==> config.mk <==
export PLATFORM = sky130hd
export DESIGN_NAME = calc_arbiter
export DESIGN_NICKNAME = d
export VERILOG_FILES = /design/src/rtl/calc_arbiter.sv
export SDC_FILE = /design/constraint.sdc
export NUM_CORES = 1
export LEC_CHECK = 0
export CELL_PAD_IN_SITES_DETAIL_PLACEMENT = 0
export CELL_PAD_IN_SITES_GLOBAL_PLACEMENT = 2
export CORE_UTILIZATION = 28
export CTS_BUF_LIST = sky130_fd_sc_hd__clkbuf_16
export CTS_CLUSTER_SIZE = 8
export DETAILED_ROUTE_END_ITERATION = 7
export HOLD_SLACK_MARGIN = 0.03
export PLACE_DENSITY_LB_ADDON = 0.1
export SETUP_SLACK_MARGIN = 0.3
export SLEW_MARGIN = 20
export SYNTH_ARGS = -nofsm -noshare
export SYNTH_HDL_FRONTEND = slang
export SYNTH_SLANG_ARGS = --single-unit
==> constraint.sdc <==
create_clock -name clk -period 10.47 [get_ports clk]
set_input_delay 3.141 -clock clk [delete_from_list [all_inputs] [get_ports clk]]
set_output_delay 3.141 -clock clk [all_outputs]
set_load 0.1 [all_outputs]
==> src/rtl/calc_arbiter.sv <==
// calc_arbiter: round-robin two-requester front end sharing one registered signed add/sub/abs datapath with per-requester sticky overflow; ports: clk, reset, en, req{0,1}_{valid,ready,op,a,b}, rsp{0,1}_valid, rsp_r, rsp_ovf, ovf_sticky, ovf_clr
module calc_arbiter #(
  parameter int W = 4
) (
  input  logic         clk,
  input  logic         reset,
  input  logic         en,
  input  logic         req0_valid,
  output logic         req0_ready,
  input  logic [2:0]   req0_op,
  input  logic [W-1:0] req0_a,
  input  logic [W-1:0] req0_b,
  input  logic         req1_valid,
  output logic         req1_ready,
  input  logic [2:0]   req1_op,
  input  logic [W-1:0] req1_a,
  input  logic [W-1:0] req1_b,
  output logic         rsp0_valid,
  output logic         rsp1_valid,
  output logic [W-1:0] rsp_r,
  output logic         rsp_ovf,
  output logic [1:0]   ovf_sticky,
  input  logic [1:0]   ovf_clr
);
  logic         last_grant;
  logic [2:0]   op;
  logic [W-1:0] x, y, sum, dif, mag, r;
  logic         ovf;
  always_comb begin
    req0_ready = en & ~reset & req0_valid & (~req1_valid | last_grant);
    req1_ready = en & ~reset & req1_valid & (~req0_valid | ~last_grant);
    op  = req1_ready ? req1_op : req0_op;
    x   = op[2] ? (req1_ready ? req1_b : req0_b) : (req1_ready ? req1_a : req0_a);
    y   = op[2] ? (req1_ready ? req1_a : req0_a) : (req1_ready ? req1_b : req0_b);
    sum = x + y;
    dif = x - y;
    mag = y[W-1] ? -y : y;
    r   = op[1] ? mag : op[0] ? dif : sum;
    ovf = op[1] ? (y[W-1] & mag[W-1])
        : op[0] ? ((x[W-1] != y[W-1]) && (dif[W-1] != x[W-1]))
        : ((x[W-1] == y[W-1]) && (sum[W-1] != x[W-1]));
  end
  always_ff @(posedge clk) begin
    if (reset) begin
      rsp0_valid <= 1'b0;
      rsp1_valid <= 1'b0;
      rsp_r      <= '0;
      rsp_ovf    <= 1'b0;
      ovf_sticky <= 2'b00;
      last_grant <= 1'b1;
    end else begin
      rsp0_valid <= req0_ready;
      rsp1_valid <= req1_ready;
      if (req0_ready | req1_ready) begin
        rsp_r      <= r;
        rsp_ovf    <= ovf;
        last_grant <= req1_ready;
      end
      ovf_sticky <= (ovf_sticky & ~ovf_clr) | ({req1_ready, req0_ready} & {2{ovf}});
    end
  end
endmodule

# Yosys cells after proc, flatten, opt, wreduce, memory -nomap -nowiden
# Index checks and enable logic that the tools add are counted.
dict set report word_totals {
  regBits 10
  in_bits 29
  output_inout_bits 11
  word_cells 42
}
dict set report op_classes {
  n_addsub 3
  eq_ne 4
  muxes 10
  bitwise 17
  n_reduce_logical 2
}
# op n
set ops {}
lappend ops {{2-to-1 mux 4 bit} 7}
lappend ops {{AND 1 bit} 6}
lappend ops {{adder 4 bit} 1}
lappend ops {{AND 2 bit} 2}
lappend ops {{negator 4 bit} 1}
lappend ops {{inverter 1 bit} 4}
lappend ops {{subtractor 4 bit} 1}
lappend ops {{2-to-1 mux 3 bit} 1}
lappend ops {{inequality test 1 bit} 3}
lappend ops {{bitwise OR 1 bit} 3}
lappend ops {{logical AND 1 bit} 2}
lappend ops {{2-to-1 mux 1 bit} 2}
lappend ops {{inverter 2 bit} 1}
lappend ops {{bitwise OR 2 bit} 1}
lappend ops {{== test 1 bit} 1}

# Logic depth before layout (Yosys ltp)
dict set report logic_depth {
  ltp_word 13
  ltp_mapped 14
  mapped_depth_nobuf 12
}

# Least setup slack after synthesis
# OpenSTA, ideal clock, no wires.
dict set report synth_timing {
  kind {in2out}
  startpoint {in reset}
  endpoint {out req0_ready}
  arrival_ns 5.021
  required_ns 7.329
  setup_slack_ns 2.308
  cell_stages 4
  n_path_buf 1
  cell_sequence {buf_6 > nor2b_4 > nand2_1 > a21oi_1}
}
dict set report synth_via {
  elab_chain_len 4
}
# item line_no
set synth_rtl {}
lappend synth_rtl {{start, declared} 6} ;# input logic reset,
lappend synth_rtl {{inverter 1 bit} 30} ;# req0_ready = en & ~reset & req0_valid & (~req1_valid | last_grant);
lappend synth_rtl {{AND 1 bit (3 in a row)} 30}
lappend synth_rtl {{end, declared} 9} ;# output logic req0_ready,
# Every way passes these cells.

# Final worst setup path
dict set report layout_timing {
  startpoint {in reset}
  endpoint {out req1_ready}
}
dict set report layout_via {
  elab_chain_len 4
}
# item line_no
set layout_rtl {}
lappend layout_rtl {{inverter 1 bit} 31} ;# req1_ready = en & ~reset & req1_valid & (~req0_valid | ~last_grant);
lappend layout_rtl {{AND 1 bit (3 in a row)} 31}
lappend layout_rtl {{end, declared} 14} ;# output logic req1_ready,
# Every way passes these cells.

==> flow_results.org <==
** Yosys
- Cell type with the highest aggregate area in the netlist :: sky130_fd_sc_hd__mux2i_1
- Summing the sequential cell areas from Yosys gives 17.4% of the chip area.
- Most used standard cells in the synthesized netlist :: sky130_fd_sc_hd__mux2i_1 (24), sky130_fd_sc_hd__inv_1 (13), sky130_fd_sc_hd__a21oi_1 (10), sky130_fd_sc_hd__dfxtp_1 (10)
- Net count of the mapped netlist :: 167
- In the post-synthesis netlist, the biggest area contributors are sky130_fd_sc_hd__mux2i_1 (21%), sky130_fd_sc_hd__dfxtp_1 (17%), sky130_fd_sc_hd__ha_1 (7.6%), sky130_fd_sc_hd__a21oi_1 (4.3%), sky130_fd_sc_hd__inv_1 (4.2%).
- Number of enable-type register cells in the synthesized netlist :: 0
- Cells after synthesis :: 129
- Yosys mapped the design onto 45 distinct sky130hd cell types.
- The most common cell in the synthesized netlist is sky130_fd_sc_hd__mux2i_1.
- Area share of the largest cell type after synthesis :: 20.9%
- Share of async-settable or async-resettable flops after synthesis :: 0%
- For this run, the leading register cell type out of synthesis is sky130_fd_sc_hd__dfxtp_1.
- Number of synthesized register bits :: 10
- Synth Warn # :: 0
- Dividing the synthesized area by the synthesized cell count gives 8.92 um2.
- The cell area that synthesis handed to floorplanning was 0.00115 mm2.

** Clock tree
- Clock Tree Buf Depth :: 2
- CTS resizes :: 0
- CTS tree :: yes
- Number of buffers inserted during clock tree synthesis :: 3
- Clk sink count :: 10
- Count of hold buffers inserted by post-cts repair :: 0
- Clock-pin slew reported for the worst setup and hold paths after clock tree synthesis :: 40 ps
- CTS built an H-tree with a depth of 1.
- The tree is rooted in a sky130_fd_sc_hd__clkbuf_16.
- For the worst-skew pair, the clock arrives at the later sink with an insertion delay of 240 ps.
- Post-CTS timing repair inserted 0 buffers for setup.

** Critical path
- Data arrives at the worst endpoint at 5530 ps.
- Worst setup path category :: input port to output pin
- STA puts the critical path data required time at 7330 ps.
- In this run the worst path has a maximum fanout of 13.
- Kind of start point of the critical path :: input port
- STA classifies the critical path endpoint as an output pin.

** Floorplan
- The initialized floorplan defines 22 standard-cell rows.
- In this run the vertical extent of the chip is 66.1 um.
- The initial utilization of the core area, before any placement, comes to 30.3%.
- The floorplan step set the die width to 66.1 um.
- I/O pins :: 40
- The die covers 0.00437 mm2.
- Area of the core :: 0.00380 mm2

** Route
- Number of iterations in the first detailed-routing pass :: 3
- Using the TritonRoute via totals, the vias-per-cell ratio works out to 5.04.
- Summed over all layers, the routed wires come to 2860 um.
- In the routed design, unresolved DRC markers number 0.
- In the final routed layout, each cell accounts on average for 13.3 um.
- Number of nets with antenna violations after detailed routing :: 0
- After the first detailed-routing iteration, the DRC count stood at 42.
- Total via count after detailed routing :: 1083

** GRT
- The total overflow left after global routing is 0.
- The first global-routing pass estimated 4770 um of wire.
- The number of antenna violations at the first check in global routing is 0.
- The number of global-route vias before repair came to 1043.
- Entering global routing, the biggest net connects 14 pins.
- Aggregate global-route resource usage :: 14.5%

** Job
- Max-cap violations in this run came to 0.

** Layout
- Final net count :: 207
- Ant. Diodes :: 0
- With fillers left out, the area of the finished cells amounts to 0.00164 mm2.
- Share of layout cells above drive strength 1 :: 8.98%
- Compared with the post-synthesis result, the final layout area differs by 42.8%.

** STA
- In the finished design, the share of the clock period the worst path needs comes to 82.8%.
- Remaining max-slew budget at the tightest pin :: 33.8%
- Between clock sinks in the finished design, the worst skew comes to 2.41 ps.
- For the pin with the worst max-slew slack, the measured transition is 989 ps.
- Minimum clock period :: 8670 ps
- Final Hold Vio Count :: 0
- Setup violations remaining at the end of the flow were counted as 0.
- Maximum clock frequency :: 0.115 GHz
- After routing, the total negative slack on setup checks comes to 0 ps.
- Setup repair after global routing left no endpoint under its margin.
- The total count of max-transition violations in the final report is 0.
- Fin Hold WS :: 506 ps

** Placement
- The placed instances occupy a cell area of 0.00157 mm2.
- Final GP Congestion :: 0.703
- Quantity of I/O buffers inserted on ports :: 39
- After legalization and detailed placement, the total HPWL measured 2350 um.

** Power and ir drop
- PD cells :: 112 mW/mm2
- In this run the static leakage power is 0.670 nW.
- Maximum vdd drop :: 0.0000478 V

** Hold path
- The min-delay analysis places its worst path in the category flip-flop to flip-flop.

** Outcome
- Outcome :: completed
==> kinds of logic after synthesis <==
family / synth area share [%]
multiplexers: 25.0
buffers and inverters: 7.61
AO/OA/AOI/OAI: 18.5
AND/OR/NAND/NOR: 18.2
XOR/XNOR: 2.28
flip-flops: 17.4
adder cells (fa/ha/maj): 11.1
==> registers in the layout, indices dropped and copies added, names as in the netlist <==
name / flops
rsp1_valid: 1
rsp_ovf: 1
rsp0_valid: 1
last_grant: 1
rsp_r: 4
ovf_sticky: 2
==> per-stage QoR <==
step	cells	utilization (%)	total power [mW]	worst slack, ps
after floorplan	129	-	0.0939	2310
after global placement	212	41.3	0.118	1840
after detailed placement	212	41.3	0.119	1790
after CTS	215	43.3	0.187	1790
after global routing	215	43.3	0.195	1680
final	215	43.3	0.185	1800
==> per-layer routing <==
layer | share of wire, % | routed length [um] | track usage [%]
met1 | 48 | 1370 | 18.1
met4 | 0.74 | 21 | 3.99
met5 | 0 | 0 | 0
met2 | 47 | 1330 | 24.5
met3 | 4.6 | 131 | 3.62
==> worst max-delay path, stage by stage <==
cell	delay, ps
sky130_fd_sc_hd__clkdlybuf4s50_1	610
sky130_fd_sc_hd__nor2b_4	250
sky130_fd_sc_hd__nand3_4	160
sky130_fd_sc_hd__inv_4	190
sky130_fd_sc_hd__clkdlybuf4s50_1	1160
==> cell usage in the layout, fill, tap and decap left out, types with 2 or more instances in the layout <==
cell type and count:
sky130_fd_sc_hd__a211oi_1 4, sky130_fd_sc_hd__o21bai_1 2, sky130_fd_sc_hd__ha_1 7, sky130_fd_sc_hd__o211ai_1 2
sky130_fd_sc_hd__mux2_2 3, sky130_fd_sc_hd__a21oi_1 10, sky130_fd_sc_hd__fa_1 2, sky130_fd_sc_hd__nor2_1 7
sky130_fd_sc_hd__nor2b_1 2, sky130_fd_sc_hd__clkdlybuf4s50_1 39, sky130_fd_sc_hd__inv_1 13, sky130_fd_sc_hd__o21ai_0 3
sky130_fd_sc_hd__nand2_1 4, sky130_fd_sc_hd__clkbuf_16 3, sky130_fd_sc_hd__nor4b_1 2, sky130_fd_sc_hd__mux2i_1 24
sky130_fd_sc_hd__xnor2_1 2, sky130_fd_sc_hd__dfxtp_1 10, sky130_fd_sc_hd__nand3b_1 2
==> cell type report <==
cell class / instances / area [um2]
flip-flops and latches: 10 / 200
multi-input cells: 101 / 863
repair buffers: 39 / 390
clock buffers: 3 / 75.1
inverters: 14 / 55.1
fillers: 389 / 2150
well taps: 48 / 60.1
==> worst paths after layout <==
check | startpoint | end | slack, ps | cells past startpoint
hold / removal | rsp_r[1]$_SDFFE_PP0P_ | rsp_r[1]$_SDFFE_PP0P_ | 510 | 2
hold reg to reg | rsp_r[1]$_SDFFE_PP0P_ | rsp_r[1]$_SDFFE_PP0P_ | 510 | 2
setup reg to reg | last_grant$_SDFFE_PP1P_ | rsp_ovf$_SDFFE_PP0P_ | 7660 | 11
setup / recovery | reset | req1_ready | 1800 | 5
==> power by group <==
group          internal (mW)  total, mW  leakage, nW  switching [mW]
combinational         0.0312     0.0754        0.551          0.0442
clock                 0.0496     0.0675       0.0370          0.0180
sequential            0.0405     0.0418       0.0817         0.00131
No activity file was read; power rests on OpenSTA's default activity.
